[config.mk]
export PLATFORM = sky130hd
export DESIGN_NAME = sram_i_reader
export DESIGN_NICKNAME = d
export VERILOG_FILES = /design/src/rtl/conv_pkg.sv /design/src/rtl/sram_rd_fifo.sv /design/src/rtl/sram_i_reader.sv
export SDC_FILE = /design/constraint.sdc
export NUM_CORES = 1
export LEC_CHECK = 0
export ABC_CLOCK_PERIOD_IN_PS = 5500
export BUFFER_PORTS_ARGS = -buffer_cell sky130_fd_sc_hd__buf_2
export CAP_MARGIN = 10
export CORE_ASPECT_RATIO = 0.75
export CORE_MARGIN = 2
export CORE_UTILIZATION = 45
export CTS_CLUSTER_SIZE = 24
export DETAILED_ROUTE_END_ITERATION = 8
export PLACE_DENSITY_LB_ADDON = 0.2
export SLEW_MARGIN = 20
export SYNTH_ARGS = -nofsm -noshare
export SYNTH_HDL_FRONTEND = slang
export SYNTH_SLANG_ARGS = --single-unit
[constraint.sdc]
create_clock -name clk -period 5.5 [get_ports clk]
set_input_delay 0.825 -clock clk [delete_from_list [all_inputs] [get_ports clk]]
set_output_delay 0.825 -clock clk [all_outputs]
set_load 0.02 [all_outputs]
[src/rtl/conv_pkg.sv]
// conv_pkg: shared constants and types for the CONV input-SRAM read path.
//   WORD_AMOUNT / BIT_PER_WORD / ADDR_W : default SRAM geometry
//   PIX_W / PIX_N                        : pixel width and pixels per word
//   rd_state_t                           : read sequencer FSM states
package conv_pkg;
    localparam int WORD_AMOUNT  = 3136;
    localparam int BIT_PER_WORD = 145;
    localparam int ADDR_W       = $clog2(WORD_AMOUNT);
    localparam int PIX_W        = 16;
    localparam int PIX_N        = 9;

    typedef enum logic [1:0] {
        IDLE  = 2'd0,
        RUN   = 2'd1,
        DRAIN = 2'd2
    } rd_state_t;
endpackage

[src/rtl/sram_rd_fifo.sv]
// sram_rd_fifo: small synchronous FIFO holding SRAM words plus their last tag.
//   clk, rst        : clock, synchronous active-high reset (empties the FIFO)
//   push, wdata     : write strobe and data; a push into a full FIFO is dropped
//                     unless a pop happens in the same cycle
//   pop, rdata      : read strobe and head-of-queue data (show-ahead)
//   empty, count    : status / occupancy
module sram_rd_fifo
    import conv_pkg::*;
#(
    parameter int DEPTH = 4,
    parameter int W     = BIT_PER_WORD + 1,
    localparam int PW   = (DEPTH > 1) ? $clog2(DEPTH) : 1,
    localparam int CW   = $clog2(DEPTH + 1)
) (
    input  logic          clk,
    input  logic          rst,
    input  logic          push,
    input  logic [W-1:0]  wdata,
    input  logic          pop,
    output logic [W-1:0]  rdata,
    output logic          empty,
    output logic [CW-1:0] count
);

    logic [W-1:0]  mem [DEPTH];
    logic [PW-1:0] wptr, rptr;
    logic [CW-1:0] cnt;
    logic          do_push, do_pop;

    assign do_pop  = pop && (cnt != '0);
    assign do_push = push && ((cnt != CW'(DEPTH)) || do_pop);

    // Storage carries no reset; only the pointers and count define validity.
    always_ff @(posedge clk) begin
        if (do_push) mem[wptr] <= wdata;
    end

    always_ff @(posedge clk) begin
        if (rst) begin
            wptr <= '0;
            rptr <= '0;
            cnt  <= '0;
        end else begin
            if (do_push) wptr <= (wptr == PW'(DEPTH - 1)) ? '0 : wptr + 1'b1;
            if (do_pop)  rptr <= (rptr == PW'(DEPTH - 1)) ? '0 : rptr + 1'b1;
            case ({do_push, do_pop})
                2'b10:   cnt <= cnt + 1'b1;
                2'b01:   cnt <= cnt - 1'b1;
                default: cnt <= cnt;
            endcase
        end
    end

    assign rdata = mem[rptr];
    assign empty = (cnt == '0);
    assign count = cnt;

endmodule

[src/rtl/sram_i_reader.sv]
// sram_i_reader: streams every word of the input-feature SRAM to the PE array.
//   clk, rst          : clock, synchronous active-high reset
//   start             : frame start pulse, only honoured while idle
//   sram_addr/sram_we : SRAM read address (registered), write enable tied low
//   sram_dout         : SRAM read data, one cycle after the address
//   m_valid/m_ready   : output stream handshake
//   m_pix/m_flag      : nine 16-bit pixels and the tile flag (word bit 144)
//   m_last            : marks the word read from address WORD_AMOUNT-1
//   busy/done         : frame in progress / one-cycle completion pulse
//   perf_stall_cnt    : cycles with m_valid && !m_ready (needs SRAM_RD_PERF_EN,
//                       otherwise constant 0)
module sram_i_reader #(
    parameter int  WORD_AMOUNT  = conv_pkg::WORD_AMOUNT,
    parameter int  BIT_PER_WORD = conv_pkg::BIT_PER_WORD,
    parameter int  FIFO_DEPTH   = 4,
    localparam int AW           = $clog2(WORD_AMOUNT),
    localparam int PIXB         = conv_pkg::PIX_W * conv_pkg::PIX_N
) (
    input  logic                    clk,
    input  logic                    rst,
    input  logic                    start,
    output logic [AW-1:0]           sram_addr,
    output logic                    sram_we,
    input  logic [BIT_PER_WORD-1:0] sram_dout,
    output logic                    m_valid,
    input  logic                    m_ready,
    output logic [PIXB-1:0]         m_pix,
    output logic                    m_flag,
    output logic                    m_last,
    output logic                    busy,
    output logic                    done,
    output logic [31:0]             perf_stall_cnt
);
    import conv_pkg::*;

    localparam int CW = $clog2(FIFO_DEPTH + 1);
    localparam int FW = BIT_PER_WORD + 1;

    rd_state_t       state;
    logic [AW-1:0]   addr_q;
    logic            rd_vld;    // SRAM data for an issued read is on sram_dout
    logic            rd_last;   // last tag travelling with that read
    logic            issue;
    logic            at_last;
    logic            pop;
    logic            fifo_empty;
    logic [CW-1:0]   fifo_cnt;
    logic [FW-1:0]   fifo_rdata;

    assign at_last = (addr_q == AW'(WORD_AMOUNT - 1));

    // Credit check: every word already buffered or still coming back from
    // the SRAM owns a FIFO slot, so a new read never overruns the FIFO even
    // if the consumer stalls forever. Pops in this cycle are not credited,
    // which costs nothing at full rate.
    assign issue = (state == RUN) &&
                   ((int'(fifo_cnt) + int'(rd_vld)) < FIFO_DEPTH);

    assign pop = m_valid && m_ready;

    always_ff @(posedge clk) begin
        if (rst) begin
            state   <= IDLE;
            addr_q  <= '0;
            rd_vld  <= 1'b0;
            rd_last <= 1'b0;
            busy    <= 1'b0;
            done    <= 1'b0;
        end else begin
            done    <= 1'b0;
            rd_vld  <= issue;
            rd_last <= issue && at_last;
            case (state)
                IDLE: begin
                    addr_q <= '0;
                    if (start) begin
                        state <= RUN;
                        busy  <= 1'b1;
                    end
                end
                RUN: begin
                    if (issue) begin
                        if (at_last) state  <= DRAIN;
                        else         addr_q <= addr_q + 1'b1;
                    end
                end
                DRAIN: begin
                    // The last-tagged word is the final one issued, so once it
                    // leaves the FIFO nothing else is buffered or in flight.
                    if (pop && fifo_rdata[FW-1]) begin
                        state  <= IDLE;
                        busy   <= 1'b0;
                        done   <= 1'b1;
                        addr_q <= '0;
                    end
                end
                default: state <= IDLE;
            endcase
        end
    end

    sram_rd_fifo #(
        .DEPTH (FIFO_DEPTH),
        .W     (FW)
    ) u_fifo (
        .clk   (clk),
        .rst   (rst),
        .push  (rd_vld),
        .wdata ({rd_last, sram_dout}),
        .pop   (pop),
        .rdata (fifo_rdata),
        .empty (fifo_empty),
        .count (fifo_cnt)
    );

    assign sram_addr = addr_q;
    assign sram_we   = 1'b0;
    assign m_valid   = !fifo_empty;
    // Payload is zeroed while nothing is valid so it reads 0 out of reset.
    assign m_pix     = m_valid ? fifo_rdata[PIXB-1:0] : '0;
    assign m_flag    = m_valid && fifo_rdata[BIT_PER_WORD-1];
    assign m_last    = m_valid && fifo_rdata[FW-1];

`ifdef SRAM_RD_PERF_EN
    logic [31:0] stall_q;
    always_ff @(posedge clk) begin
        if (rst)
            stall_q <= '0;
        else if (state == IDLE && start)
            stall_q <= '0;
        else if (m_valid && !m_ready && stall_q != 32'hFFFF_FFFF)
            stall_q <= stall_q + 1'b1;
    end
    assign perf_stall_cnt = stall_q;
`else
    assign perf_stall_cnt = '0;
`endif

endmodule

# [Word-level counts from Yosys, hierarchy flattened]
# Memory sizes are Yosys's and may differ from the RTL's. A register that Yosys moved wholly into a read port is not among the register bits.
# Cells that the tools add are included.
# W data, S select, Z words.
[op_classes] addsub=6 order_cmp=1 n_eq_ne=13 muxes=21 n_bitwise=1 n_reduce_logical=20
[ops] operator="$mux W144" n=1
[ops] operator="$mux W12" n=3
[ops] operator="$pmux W12 S3" n=1
[ops] operator="$mux W2" n=8
[ops] operator="$add A12 B1 Y12 const B" n=1
[ops] operator="$eq A12 B12 Y1 const B" n=1
[ops] operator="$ne A2 B2 Y1 const B" n=5
[ops] operator="$eq A2 B2 Y1 const B" n=4
[ops] operator="$logic_and A1 B1 Y1" n=8
[ops] operator="$reduce_and A4 Y1" n=2
[ops] operator="$pmux W2 S3" n=1
[ops] operator="$pmux W3 S2" n=1
[ops] operator="$reduce_bool A3 Y1" n=2
[ops] operator="$mux W1" n=5
[ops] operator="$add A2 B1 Y2 const B" n=2
[ops] operator="$add A3 B1 Y4" n=1
[ops] operator="$eq A2 B1 Y1 const B" n=2
[ops] operator="$lt A4 B3 Y1 const B" n=1
[ops] operator="$reduce_bool A2 Y1" n=2
[ops] operator="$add A3 B1 Y3 const B" n=1
[ops] operator="$logic_not A3 Y1" n=1
[ops] operator="$ne A3 B3 Y1 const B" n=1
[ops] operator="$reduce_and A3 Y1" n=1
[ops] operator="$sub A3 B1 Y3 const B" n=1
[ops] operator="other kinds (6)" n=6
[totals] ff_bits=25 ramBits=584 input_bits=149 out_inout_bits=194 word_cells=72 n_memories=1
[mem_list] memory="u_fifo.mem" words=4 word_bits=146 read_ports=1 rd_clocked_by_memory_dff=1 write_ports=1 line_no="sram_rd_fifo.sv:25" rtl="logic [W-1:0] mem [DEPTH];"

# [Logic depth before layout (Yosys ltp)]
# Gate-level depths: netlist of run 1.
[depth] word_depth=8 mapped_depth=9 mapped_depth_nobuf=9

# [Cells and area by module]
# A second synthesis of run 1 with hierarchy kept.
[hier_totals] hier_cells=1112 area_unflattened_um2=23601.4
[modules_own_cells] mod="sram_rd_fifo" instances=1 cells_each=813 area_per_inst_um2=21495.6 seq_area_each_um2=17717.0
[modules_own_cells] mod="sram_i_reader" instances=1 cells_each=299 area_per_inst_um2=2105.8 seq_area_each_um2=360.3

# [Least setup slack after synthesis of run 1]
# No wires, ideal clock.
[synth_timing] path_type="input to register" start="in m_ready" end="mem u_fifo.mem[1][0] in the netlist's numbering (enable)" setup_time_ps=523 arrival_time_ps=4450 required_time_ps=4977 path_slack_ps=527 path_stages=2 path_buffers=0 path_cell_list="o41a_1 -> and2_1"
[synth_between] elab_chain_cells=6
[synth_rtl] element="from (decl)" line_no="sram_i_reader.sv:26" rtl="input logic m_ready,"
[synth_rtl] element="$logic_and A1 B1 Y1" line_no="sram_i_reader.sv:59" rtl="assign pop = m_valid && m_ready;"
[synth_rtl] element="$logic_and A1 B1 Y1" line_no="sram_rd_fifo.sv:30" rtl="assign do_pop = pop && (cnt != '0);"
[synth_rtl] element="$logic_or A1 B1 Y1" line_no="sram_rd_fifo.sv:31" rtl="assign do_push = push && ((cnt != CW'(DEPTH)) || do_pop);"
[synth_rtl] element="$logic_and A1 B1 Y1" line_no="sram_rd_fifo.sv:31"
[synth_rtl] element="$mux W1" line_no="sram_rd_fifo.sv:35" rtl="if (do_push) mem[wptr] <= wdata;"
[synth_rtl] element="$mux W1 (implied by the code)" line_no="sram_rd_fifo.sv:35"
[synth_rtl] element="to (decl)" line_no="sram_rd_fifo.sv:25"
# No other way between the ends.

==> flow_metrics.py, run 1 <==
metrics = {
    "detailed_routing": {
        "wirelength_um": 47210,
        "first_iter_violations": 887,
        "post_drt_wl_per_cell_um": 21.41,
        "wl_met1_um": 20040,
        "final_antenna_net_count": 0,
        "drc": 0,
        "routed.top_layer": "met5",
        "met3_length_um": 3349,
        "via_per_inst": 5.172,
        "dr.pass1.iters": 5,
        "dr_wl_met2_um": 23040,
        "dr_total_vias": 11410,
    },
    "die": {
        "rows": 72,
        "dieHeight_um": 202.8,
        "die_w_um": 269.1,
        "ios": 343,
        "dieArea_um2": 54560,
        "initial_core_util": 0.4578,
        "coreArea_um2": 51800,
    },
    "clock_tree": {
        "cts.repair.resized": 0,
        "clk_pin_slew_ps": 60,
        "cts_tree": "done",
        "cts_max_path_buffers": 3,
        "clock_latency_ps": 600,
        "clockRootBuffer": "clkbuf_16",
        "h-tree-depth": 2,
        "clkSinkCount": 611,
        "cts_buffers": 57,
        "post_cts_buffers": 0,
        "postCtsHoldBufs": 0,
    },
    "worst_setup_path": {
        "r2r-end": "u_fifo.count[2]",
        "path_max_fanout": 63,
        "slowest_delay_ps": 1050,
        "r2r_cells": 9,
        "rr_startpoint": "u_fifo.count[0]",
        "cp_cell_sequence": "buf_4, mux4_2, and2_1, buf_2",
        "start_kind": "register",
        "cp-endpoint": "m_pix[45]",
        "slowest_stage": "dfxtp_4",
        "worst-setup-path-type": "register to primary output",
        "ff2ff_setup_slack_ps": 2720,
        "critPathArrivalTime_ps": 2980,
        "cp-end-kind": "primary output",
        "required_ps": 4680,
    },
    "synth": {
        "syn_inst": 1117,
        "ys_ff_latch": 611,
        "synth_cell_types": 52,
        "synthFlopType": "edfxtp_1",
        "async_flop_share": 0,
        "netlist_area_um2": 23710,
        "synth-warning-count": 0,
        "synth_edf_count": 584,
        "seq_area_frac_synth": 0.7624,
        "syn_avg_cell_area_um2": 21.23,
    },
    "grt": {
        "grt-ovfl-total": 0,
        "grt_pass1_wl_um": 71170,
        "grt_max_degree": 81,
        "antenna_found_initial": 9,
        "grt_pass1_vias": 11860,
        "grtUsageTotal": 0.1739,
    },
    "cells_and_area": {
        "design_area_um2": 27930,
        "fin_util": 0.5391,
        "finish.cell_count_without_fillers": 2205,
        "final_cell_mix": "584 x edfxtp_1, 309 x buf_2, 146 x mux4_2, 145 x and2_1, 59 x clkbuf_16",
        "final_common_cell": "edfxtp_1",
        "nets": 1609,
        "syn2layout_area_growth_pct": 17.77,
        "drive_gt1_frac": 0.3848,
    },
    "pwr": {
        "cellLeakagePower_nw": 9.537,
        "p_per_area_nw_per_um2": 447.4,
        "ir_worst_vdd_mv": 0.2520,
        "p_total_mw": 12.49,
    },
    "placement": {
        "numPortBuffers": 309,
        "place.gp.congestion": 0.7902,
        "place_inst": 2096,
        "dpl_cell_area_um2": 25990,
        "place_ws_ps": 2242,
        "dp_hpwl_um": 28190,
    },
    "job": {
        "max-cap-violations": 0,
    },
    "timing": {
        "setup_tns_ps": 0,
        "setup_violations": 0,
        "fmax_mhz": 263.0,
        "whs_ps": 441.3,
        "min_period_ps": 3803,
        "setup_slack_ps": 1697,
        "fin_skew_ps": 11.34,
        "hold_viol": 0,
        "worstMarginPinSlew_ps": 1083,
        "slew_headroom": 0.2782,
        "slew_violations": 0,
        "rsz0062_at_grt": "false",
        "finalCritPeriodShare": 0.6914,
    },
    "run_status": {
        "outcome": "finished, final reports clean",
    },
    "min_path": {
        "min_path_cells": 1,
        "min_path_type": "primary input to register",
    },
}
[critical path: cells and delay by family, from the launching register on]
family / cells / cell delay, ps
AND/OR/NAND/NOR: 1 / 200
flip-flops: 1 / 1050
multiplexers: 1 / 360
buffers and inverters: 2 / 700
[where the power goes]
group / internal (mW) / switching, mW / total [mW] / leakage, nW
logic: 1.24 / 1.90 / 3.14 / 3.10
clock network: 2.40 / 1.62 / 4.02 / 0.932
registers: 5.23 / 0.109 / 5.34 / 5.51
[layer usage]
layer,global-route usage,vias to the layer above
li1,-,5142
met1,0.2370,5897
met2,0.2780,291
met3,0.04864,63
met4,0.04504,12
met5,0,-
[Yosys cell counts, types with 3 or more instances]
| master | count | area share |
|---|---|---|
| nand2_1 | 8 | 0.0013 |
| dfxtp_1 | 27 | 0.023 |
| edfxtp_1 | 584 | 0.74 |
| and3_1 | 3 | 0.00079 |
| buf_6 | 7 | 0.0033 |
| nand3_1 | 5 | 0.0011 |
| or3_1 | 3 | 0.00079 |
| buf_2 | 18 | 0.0038 |
| o21ai_0 | 5 | 0.0011 |
| buf_4 | 33 | 0.010 |
| inv_1 | 12 | 0.0019 |
| nand4_1 | 9 | 0.0024 |
| a311oi_2 | 3 | 0.0019 |
| buf_1 | 8 | 0.0013 |
| a31oi_1 | 6 | 0.0016 |
| nor4_1 | 3 | 0.00079 |
| mux4_2 | 146 | 0.14 |
| mux2i_1 | 3 | 0.0013 |
| and2_1 | 149 | 0.039 |
| clkbuf_1 | 18 | 0.0028 |
| a21oi_1 | 8 | 0.0017 |
| nor2_1 | 14 | 0.0022 |
| ha_1 | 7 | 0.0037 |
[cell families after synthesis]
| kind of cell | after synthesis | synth area share |
|---|---|---|
| simple gates | 212 | 0.05567 |
| fa+ha+maj | 8 | 0.004538 |
| other cells | 1 | 0.0001582 |
| flops | 611 | 0.7624 |
| mux | 149 | 0.1399 |
| buf+inv | 97 | 0.02375 |
| compound gates | 37 | 0.01282 |
| xor+xnor | 2 | 0.0007389 |
[layout make-up]
type                       count  area (um2)
antenna                        5       12.51
clock buffer                  73        1549
clock inverter                31       372.9
fill                        4048       23870
inverter                      13       48.80
multi-input combinational    441        5201
sequential                   611       18080
tap                          703       879.6
timing repair buffer         328        1777
[worst min-delay path by stage]
| stage | from | to | slack, ps |
|---|---|---|---|
| 4_1_cts | sram_dout[39] | u_fifo.mem[3][39] | 390 |
| 5_1_grt | sram_dout[8] | u_fifo.mem[3][8] | 410 |
| 2_1_floorplan | rd_last | u_fifo.mem[0][145] | 440 |
| 3_5_place_dp | rd_last | u_fifo.mem[0][145] | 460 |
| 3_3_place_gp | u_fifo.rptr[1] | register | 450 |
| 6_report | sram_dout[8] | u_fifo.mem[3][8] | 440 |
[flip-flops by register name, summed over array words and instances, names as in the netlist, named ones only]
name          cells
busy              1
done              1
rd_last           1
rd_vld            1
sram_addr        12
state             2
u_fifo.count      3
u_fifo.mem      584
u_fifo.rptr       2
u_fifo.wptr       2
Note: power is estimated with default switching activity, not from simulation.
==> inputs of run 2 (changes only) <==
--- a/config.mk
+++ b/config.mk
@@ -5,7 +5,7 @@
 export SDC_FILE = /design/constraint.sdc
 export NUM_CORES = 1
 export LEC_CHECK = 0
-export ABC_CLOCK_PERIOD_IN_PS = 5500
+export ABC_CLOCK_PERIOD_IN_PS = 3800
 export BUFFER_PORTS_ARGS = -buffer_cell sky130_fd_sc_hd__buf_2
 export CAP_MARGIN = 10
 export CORE_ASPECT_RATIO = 0.75
==> constraint.sdc (replaced) <==
create_clock -name clk -period 3.8 [get_ports clk]
set_input_delay 0.57 -clock clk [delete_from_list [all_inputs] [get_ports clk]]
set_output_delay 0.57 -clock clk [all_outputs]
set_load 0.02 [all_outputs]
==> run 2 against run 1 <==
Compared with the run above:
- register-to-register slack worse by 1400 ps
- non-clock buffer count is 7 higher
- power increased by 46%
- core utilization increased by 0.41 points
- critical path depth up 1
- global-route usage increased by 0.40 points
- clock skew is 12 ps higher
- count of clock-buffer cells in the layout grew 1
- first-iteration DRC count up 6.9%
- largest cell class unchanged
- highest routed layer unchanged
==> flow_metrics.py, run 2 (synthesis results as in run 1) <==
metrics = {
    "grt": {
        "antenna_found_initial": 15,
        "grt-ovfl-total": 0,
        "grt_pass1_wl_um": 72590,
        "grt_max_degree": 93,
        "grt_pass1_vias": 11980,
        "grtUsageTotal": 0.1778,
    },
    "die": {
        "die_w_um": 269.1,
        "dieHeight_um": 202.8,
        "initial_core_util": 0.4578,
        "ios": 343,
        "rows": 72,
        "dieArea_um2": 54560,
        "coreArea_um2": 51800,
    },
    "timing": {
        "fin_skew_ps": 23.60,
        "min_period_ps": 3162,
        "fmax_mhz": 316.3,
        "slew_headroom": 0.4424,
        "setup_tns_ps": 0,
        "hold_viol": 0,
        "rsz0062_at_grt": "false",
        "setup_violations": 0,
        "slew_violations": 0,
        "worstMarginPinSlew_ps": 836.4,
        "whs_ps": 170.2,
        "finalCritPeriodShare": 0.8321,
    },
    "detailed_routing": {
        "wirelength_um": 48310,
        "dr_total_vias": 11550,
        "dr.pass1.iters": 5,
        "via_per_inst": 5.199,
        "drc": 0,
        "post_drt_wl_per_cell_um": 21.74,
        "first_iter_violations": 948,
        "final_antenna_net_count": 0,
    },
    "min_path": {
        "min_path_type": "primary input to register",
    },
    "pwr": {
        "p_sw_frac": 0.2943,
        "power.switching_mw": 5.349,
        "internal-power_mw": 12.83,
        "seq_power_share": 0.422,
        "cellLeakagePower_nw": 9.623,
        "pwr-share-comb": 0.257,
        "ir_worst_vdd_mv": 0.5352,
        "p_per_area_nw_per_um2": 646.0,
        "clkPwrFrac": 0.320,
    },
    "cells_and_area": {
        "drive_gt1_frac": 0.3919,
        "num-fill-cells": 4072,
        "final_cell_mix": "584 x edfxtp_1, 309 x buf_2, 146 x mux4_2, 145 x and2_1, 58 x clkbuf_16",
        "syn2layout_area_growth_pct": 18.67,
        "top_register": "u_fifo.mem",
        "nets": 1617,
        "final_common_cell": "edfxtp_1",
        "largest_reg_flops": 584,
    },
    "run_status": {
        "outcome": "finished, final reports clean",
    },
    "worst_setup_path": {
        "path_max_fanout": 18,
        "worst-setup-path-type": "register to primary output",
        "slowest_stage": "dfxtp_4",
        "required_ps": 3230,
        "cp-end-kind": "primary output",
        "cp_cell_sequence": "buf_12, buf_4, mux4_2, and2_1, buf_2",
        "start_kind": "register",
        "critPathArrivalTime_ps": 2590,
        "slowest_delay_ps": 590,
    },
    "job": {
        "max-cap-violations": 0,
    },
    "clock_tree": {
        "cts_buffers": 58,
        "cts.repair.resized": 0,
        "post_cts_buffers": 0,
        "clock_latency_ps": 610,
        "cts_max_path_buffers": 3,
        "clkSinkCount": 611,
        "clockRootBuffer": "clkbuf_16",
        "postCtsHoldBufs": 0,
        "cts_tree": "done",
        "h-tree-depth": 2,
        "clk_pin_slew_ps": 60,
    },
    "placement": {
        "dp_hpwl_um": 28980,
        "numPortBuffers": 309,
        "place.gp.congestion": 0.7855,
    },
}
run 2: layout make-up:
cell class,count,area [um2],area share
Antenna cell,11,27.53,0.0009782
Clock buffer,74,1562,0.05549
Clock inverter,34,369.1,0.01312
Inverter,13,48.80,0.001734
Multi-Input combinational cell,441,5201,0.1848
Sequential cell,611,18080,0.6427
Tap cell,703,879.6,0.03126
Timing Repair Buffer,335,1967,0.06990
run 2: worst max-delay path: cells and delay by family (launching register included):
kind | cells | cell delay [ps]
buf+inv | 3 | 660
mux | 1 | 510
simple gates | 1 | 210
flops | 1 | 590
run 2: power by group through the flow:
| stage | clock (mW) | combinational [mW] | sequential (mW) |
|---|---|---|---|
| 2_1_floorplan | 0 | 3.19 | 7.76 |
| 4_1_cts | 5.99 | 4.80 | 7.68 |
| 6_report | 5.82 | 4.68 | 7.68 |
| 5_1_grt | 6.23 | 5.06 | 7.70 |
| 3_3_place_gp | 0 | 4.77 | 7.82 |
| 3_5_place_dp | 0 | 4.79 | 7.83 |
run 2: routing by layer:
| layer | vias to the layer above | global-route usage | share of wire |
|---|---|---|---|
| met3 | 89 | 0.05058 | 0.071 |
| met2 | 294 | 0.2763 | 0.48 |
| met4 | 16 | 0.05278 | 0.021 |
| met1 | 5979 | 0.2464 | 0.43 |
| li1 | 5175 | - | - |
| met5 | - | 0 | 0.0021 |
run 2: path summary, 6_finish.rpt:
path                                 startpoint            endpoint  slack (ps)  cells past startpoint
worst max register to register  u_fifo.count[1]     u_fifo.count[2]        1350                      9
worst max-delay path                   register           m_pix[75]         640                      5
worst min-delay path             sram_dout[143]  u_fifo.mem[3][143]         170                      1
worst min register to register   u_fifo.rptr[0]            register         480                      2
run 2: per-stage QoR:
| stage | power [mW] | worst slack, ps | utilization | instance area [um2] | cells |
|---|---|---|---|---|---|
| finish | 18.18 | 638.0 | 0.5432 | 28140 | 2222 |
| global route | 18.99 | 468.3 | 0.5429 | 28120 | 2215 |
| CTS | 18.48 | 540.2 | 0.5427 | 28110 | 2211 |
| detailed placement | 12.62 | 1205 | 0.5054 | 26180 | 2103 |
| global placement | 12.59 | 1218 | 0.5054 | 26180 | 2103 |
| floorplan | 10.96 | 709.6 | - | 23840 | 1149 |
==> inputs of run 3 (changes only) <==
--- a/config.mk
+++ b/config.mk
@@ -5,7 +5,8 @@
 export SDC_FILE = /design/constraint.sdc
 export NUM_CORES = 1
 export LEC_CHECK = 0
-export ABC_CLOCK_PERIOD_IN_PS = 3800
+export ABC_AREA = 1
+export ABC_CLOCK_PERIOD_IN_PS = 2800
 export BUFFER_PORTS_ARGS = -buffer_cell sky130_fd_sc_hd__buf_2
 export CAP_MARGIN = 10
 export CORE_ASPECT_RATIO = 0.75
==> constraint.sdc (replaced) <==
create_clock -name clk -period 2.8 [get_ports clk]
set_input_delay 0.42 -clock clk [delete_from_list [all_inputs] [get_ports clk]]
set_output_delay 0.42 -clock clk [all_outputs]
set_load 0.02 [all_outputs]
==> run 3 against run 2 <==
Compared with the run above:
- first-iteration DRC count is 37% higher
- clock power increased by 32%
- count of clock-buffer cells in the layout up 1
- die area grew 2.2%
- hold slack got worse by 140 ps
- worst setup slack worse by 500 ps
- sequential power up 34%
- synthesized cell count rose by 77%
- sequential cell count stayed put
- sequential share of layout area is 3.2 points lower
- core utilization grew 1.5 points
- highest routed layer unchanged
==> flow_metrics.py, run 3 <==
metrics = {
    "cells_and_area": {
        "nets": 2540,
        "drive_gt1_frac": 0.1908,
        "finish.cell_count_without_fillers": 3141,
        "top_register": "u_fifo.mem",
        "final_common_cell": "nor2_1",
        "num-fill-cells": 4384,
        "syn2layout_area_growth_pct": 22.18,
        "largest_reg_flops": 584,
        "design_area_um2": 29610,
        "fin_util": 0.5580,
        "final_cell_mix": "616 x nor2_1, 584 x edfxtp_1, 309 x buf_2, 246 x o21ai_0, 157 x a21oi_1",
    },
    "timing": {
        "setup_slack_ps": 142.6,
        "fin_skew_ps": 20.43,
        "slew_violations": 0,
        "setup_tns_ps": 0,
        "whs_ps": 30.68,
        "setup_violations": 0,
        "hold_viol": 0,
        "min_period_ps": 2657,
        "finalCritPeriodShare": 0.9491,
        "worstMarginPinSlew_ps": 626.9,
        "slew_headroom": 0.5821,
        "rsz0062_at_grt": "true",
        "fmax_mhz": 376.3,
    },
    "synth": {
        "netlist_area_um2": 24240,
        "synth_cell_types": 32,
        "synth_edf_count": 584,
        "synthMostInstantiatedCell": "nor2_1",
        "synth_area_leaders": "edfxtp_1 72%, nor2_1 9.6%, o21ai_0 5.1%",
        "yosysTopAreaCellShare": 0.7236,
        "synth-warning-count": 0,
        "syn_inst": 1982,
        "synthFlopType": "edfxtp_1",
        "synth_common_cells": "621 x nor2_1, 584 x edfxtp_1, 249 x o21ai_0",
        "async_flop_share": 0,
        "syn_avg_cell_area_um2": 12.23,
        "seq_area_frac_synth": 0.7459,
        "synth_top_cell_by_area": "edfxtp_1",
        "ys_ff_latch": 611,
    },
    "die": {
        "die_w_um": 272.0,
        "dieHeight_um": 205.0,
        "dieArea_um2": 55750,
        "ios": 343,
        "coreArea_um2": 53070,
        "rows": 73,
        "initial_core_util": 0.4567,
    },
    "clock_tree": {
        "clkSinkCount": 611,
        "cts_buffers": 58,
        "cts_max_path_buffers": 3,
        "cts_tree": "done",
        "h-tree-depth": 2,
        "clock_latency_ps": 610,
        "clockRootBuffer": "clkbuf_16",
        "clk_pin_slew_ps": 70,
    },
    "detailed_routing": {
        "first_iter_violations": 1299,
        "wl_met1_um": 26300,
        "final_antenna_net_count": 0,
        "drc": 0,
        "wirelength_um": 59700,
        "dr_total_vias": 16220,
        "dr.pass1.iters": 6,
        "routed.top_layer": "met5",
        "dr_wl_met2_um": 28490,
        "post_drt_wl_per_cell_um": 19.01,
        "via_per_inst": 5.165,
        "met3_length_um": 3761,
    },
    "placement": {
        "place.gp.congestion": 0.8068,
        "dpl_cell_area_um2": 26780,
        "numPortBuffers": 309,
        "place_ws_ps": 613.4,
        "dp_hpwl_um": 34050,
        "place_inst": 2936,
    },
    "worst_setup_path": {
        "worst-setup-path-type": "register to primary output",
        "start_kind": "register",
        "cp-end-kind": "primary output",
        "cp_cell_sequence": "buf_12, nor2_1, nor2_1, o21ai_0, a21oi_1, buf_2",
        "path_max_fanout": 84,
        "r2r_cells": 10,
        "cp_common_cell": "nor2_1",
        "required_ps": 2380,
        "slowest_delay_ps": 460,
        "cp.depth": 6,
        "critPathArrivalTime_ps": 2240,
        "slowest_stage": "dfxtp_4",
        "critPathTopFamily": "buffers and inverters",
        "cp_num_buf_inv": 2,
    },
    "pwr": {
        "cellLeakagePower_nw": 10.88,
        "p_total_mw": 23.96,
        "seq_power_share": 0.431,
        "pwr-share-comb": 0.249,
        "p_per_area_nw_per_um2": 809.3,
        "ir_worst_vdd_mv": 0.6173,
        "p_sw_frac": 0.3114,
        "power.switching_mw": 7.462,
        "clkPwrFrac": 0.320,
        "internal-power_mw": 16.50,
    },
    "grt": {
        "antenna_found_initial": 8,
        "grtUsageTotal": 0.2058,
        "grt_pass1_wl_um": 88840,
        "grt_max_degree": 105,
        "grt_pass1_vias": 15420,
        "grt-ovfl-total": 0,
    },
    "min_path": {
        "min_path_cells": 1,
        "min_path_type": "primary input to register",
    },
    "run_status": {
        "outcome": "finished, final reports clean",
    },
    "job": {
        "max-cap-violations": 0,
    },
}
## run 3: cell count changes after synthesis, moves of 12 or more
cell      delta
o21ai_0    +244
inv_1       +19
nand2_1     +47
a21oi_1    +150
and2_1     -149
buf_2       +33
o21ai_1     +47
nand3_1     +21
nor2_1     +607
buf_4       +12
clkbuf_1    +24
mux4_2     -146
## run 3: cells by family (layout without fill, tap and decap cells)
family	after synthesis	after routing	share of synthesized area
flip-flops	611	611	0.7459
AND/OR/NAND/NOR	717	717	0.1145
buffers and inverters	183	595	0.03825
XOR/XNOR	1	1	0.0003614
AO/OA/AOI/OAI	461	461	0.09644
adder cells (fa/ha/maj)	8	8	0.004440
other	1	36	0.0001547
## run 3: cell type report
type                    count  area, um2  share of cell area
clock inverters            28      280.3            0.009465
inverters                  33      136.4            0.004606
diodes                      3      7.507           0.0002535
well taps                 712      890.9             0.03008
multi-input cells        1220       5400              0.1824
flip-flops and latches    611      18080              0.6107
repair buffers            459       3276              0.1106
clock buffers              75       1536             0.05189
## run 3: power by group through the flow
| stage | registers [mW] | logic, mW | clock network [mW] |
|---|---|---|---|
| final | 10.3 | 5.97 | 7.67 |
| after global routing | 10.3 | 6.50 | 8.17 |
| after CTS | 10.3 | 5.90 | 7.81 |
| after detailed placement | 10.5 | 5.77 | 0 |
| after global placement | 10.5 | 5.75 | 0 |
| after floorplan | 10.5 | 3.62 | 0 |
## run 3: worst reg2reg max path: stages (launching register included)
cell,delay [ps]
dfxtp_1,330
nor2_2,230
nand3_2,120
nand2_4,180
ha_1,170
inv_1,70
fa_1,410
a21oi_1,190
o21ai_0,120
o21ai_0,150
a21oi_1,50
## run 3: worst paths after layout
path | startpoint | end | slack [ps]
setup reg to reg | u_fifo.count[0] | u_fifo.count[2] | 650
setup / recovery | register | m_pix[16] | 140
hold reg to reg | busy | busy | 490
hold / removal | sram_dout[41] | u_fifo.mem[2][41] | 30
## run 3: timing repair
| item | 4_1_cts | 5_1_grt |
|---|---|---|
| gates resized for setup | 2 | 5 |
| endpoints found under the hold margin | 347 | 0 |
| setup endpoints to repair | 2 | 126 |
| gates cloned | 0 | 1 |
| buffers inserted | 0 | 7 |
| hold buffers | 91 | 0 |
## run 3: routing by layer
metal  global-route usage  vias up
met4              0.05220       10
met3              0.03939       88
met5                    0        -
met1               0.2880     7934
li1                     -     7725
met2               0.3331      466
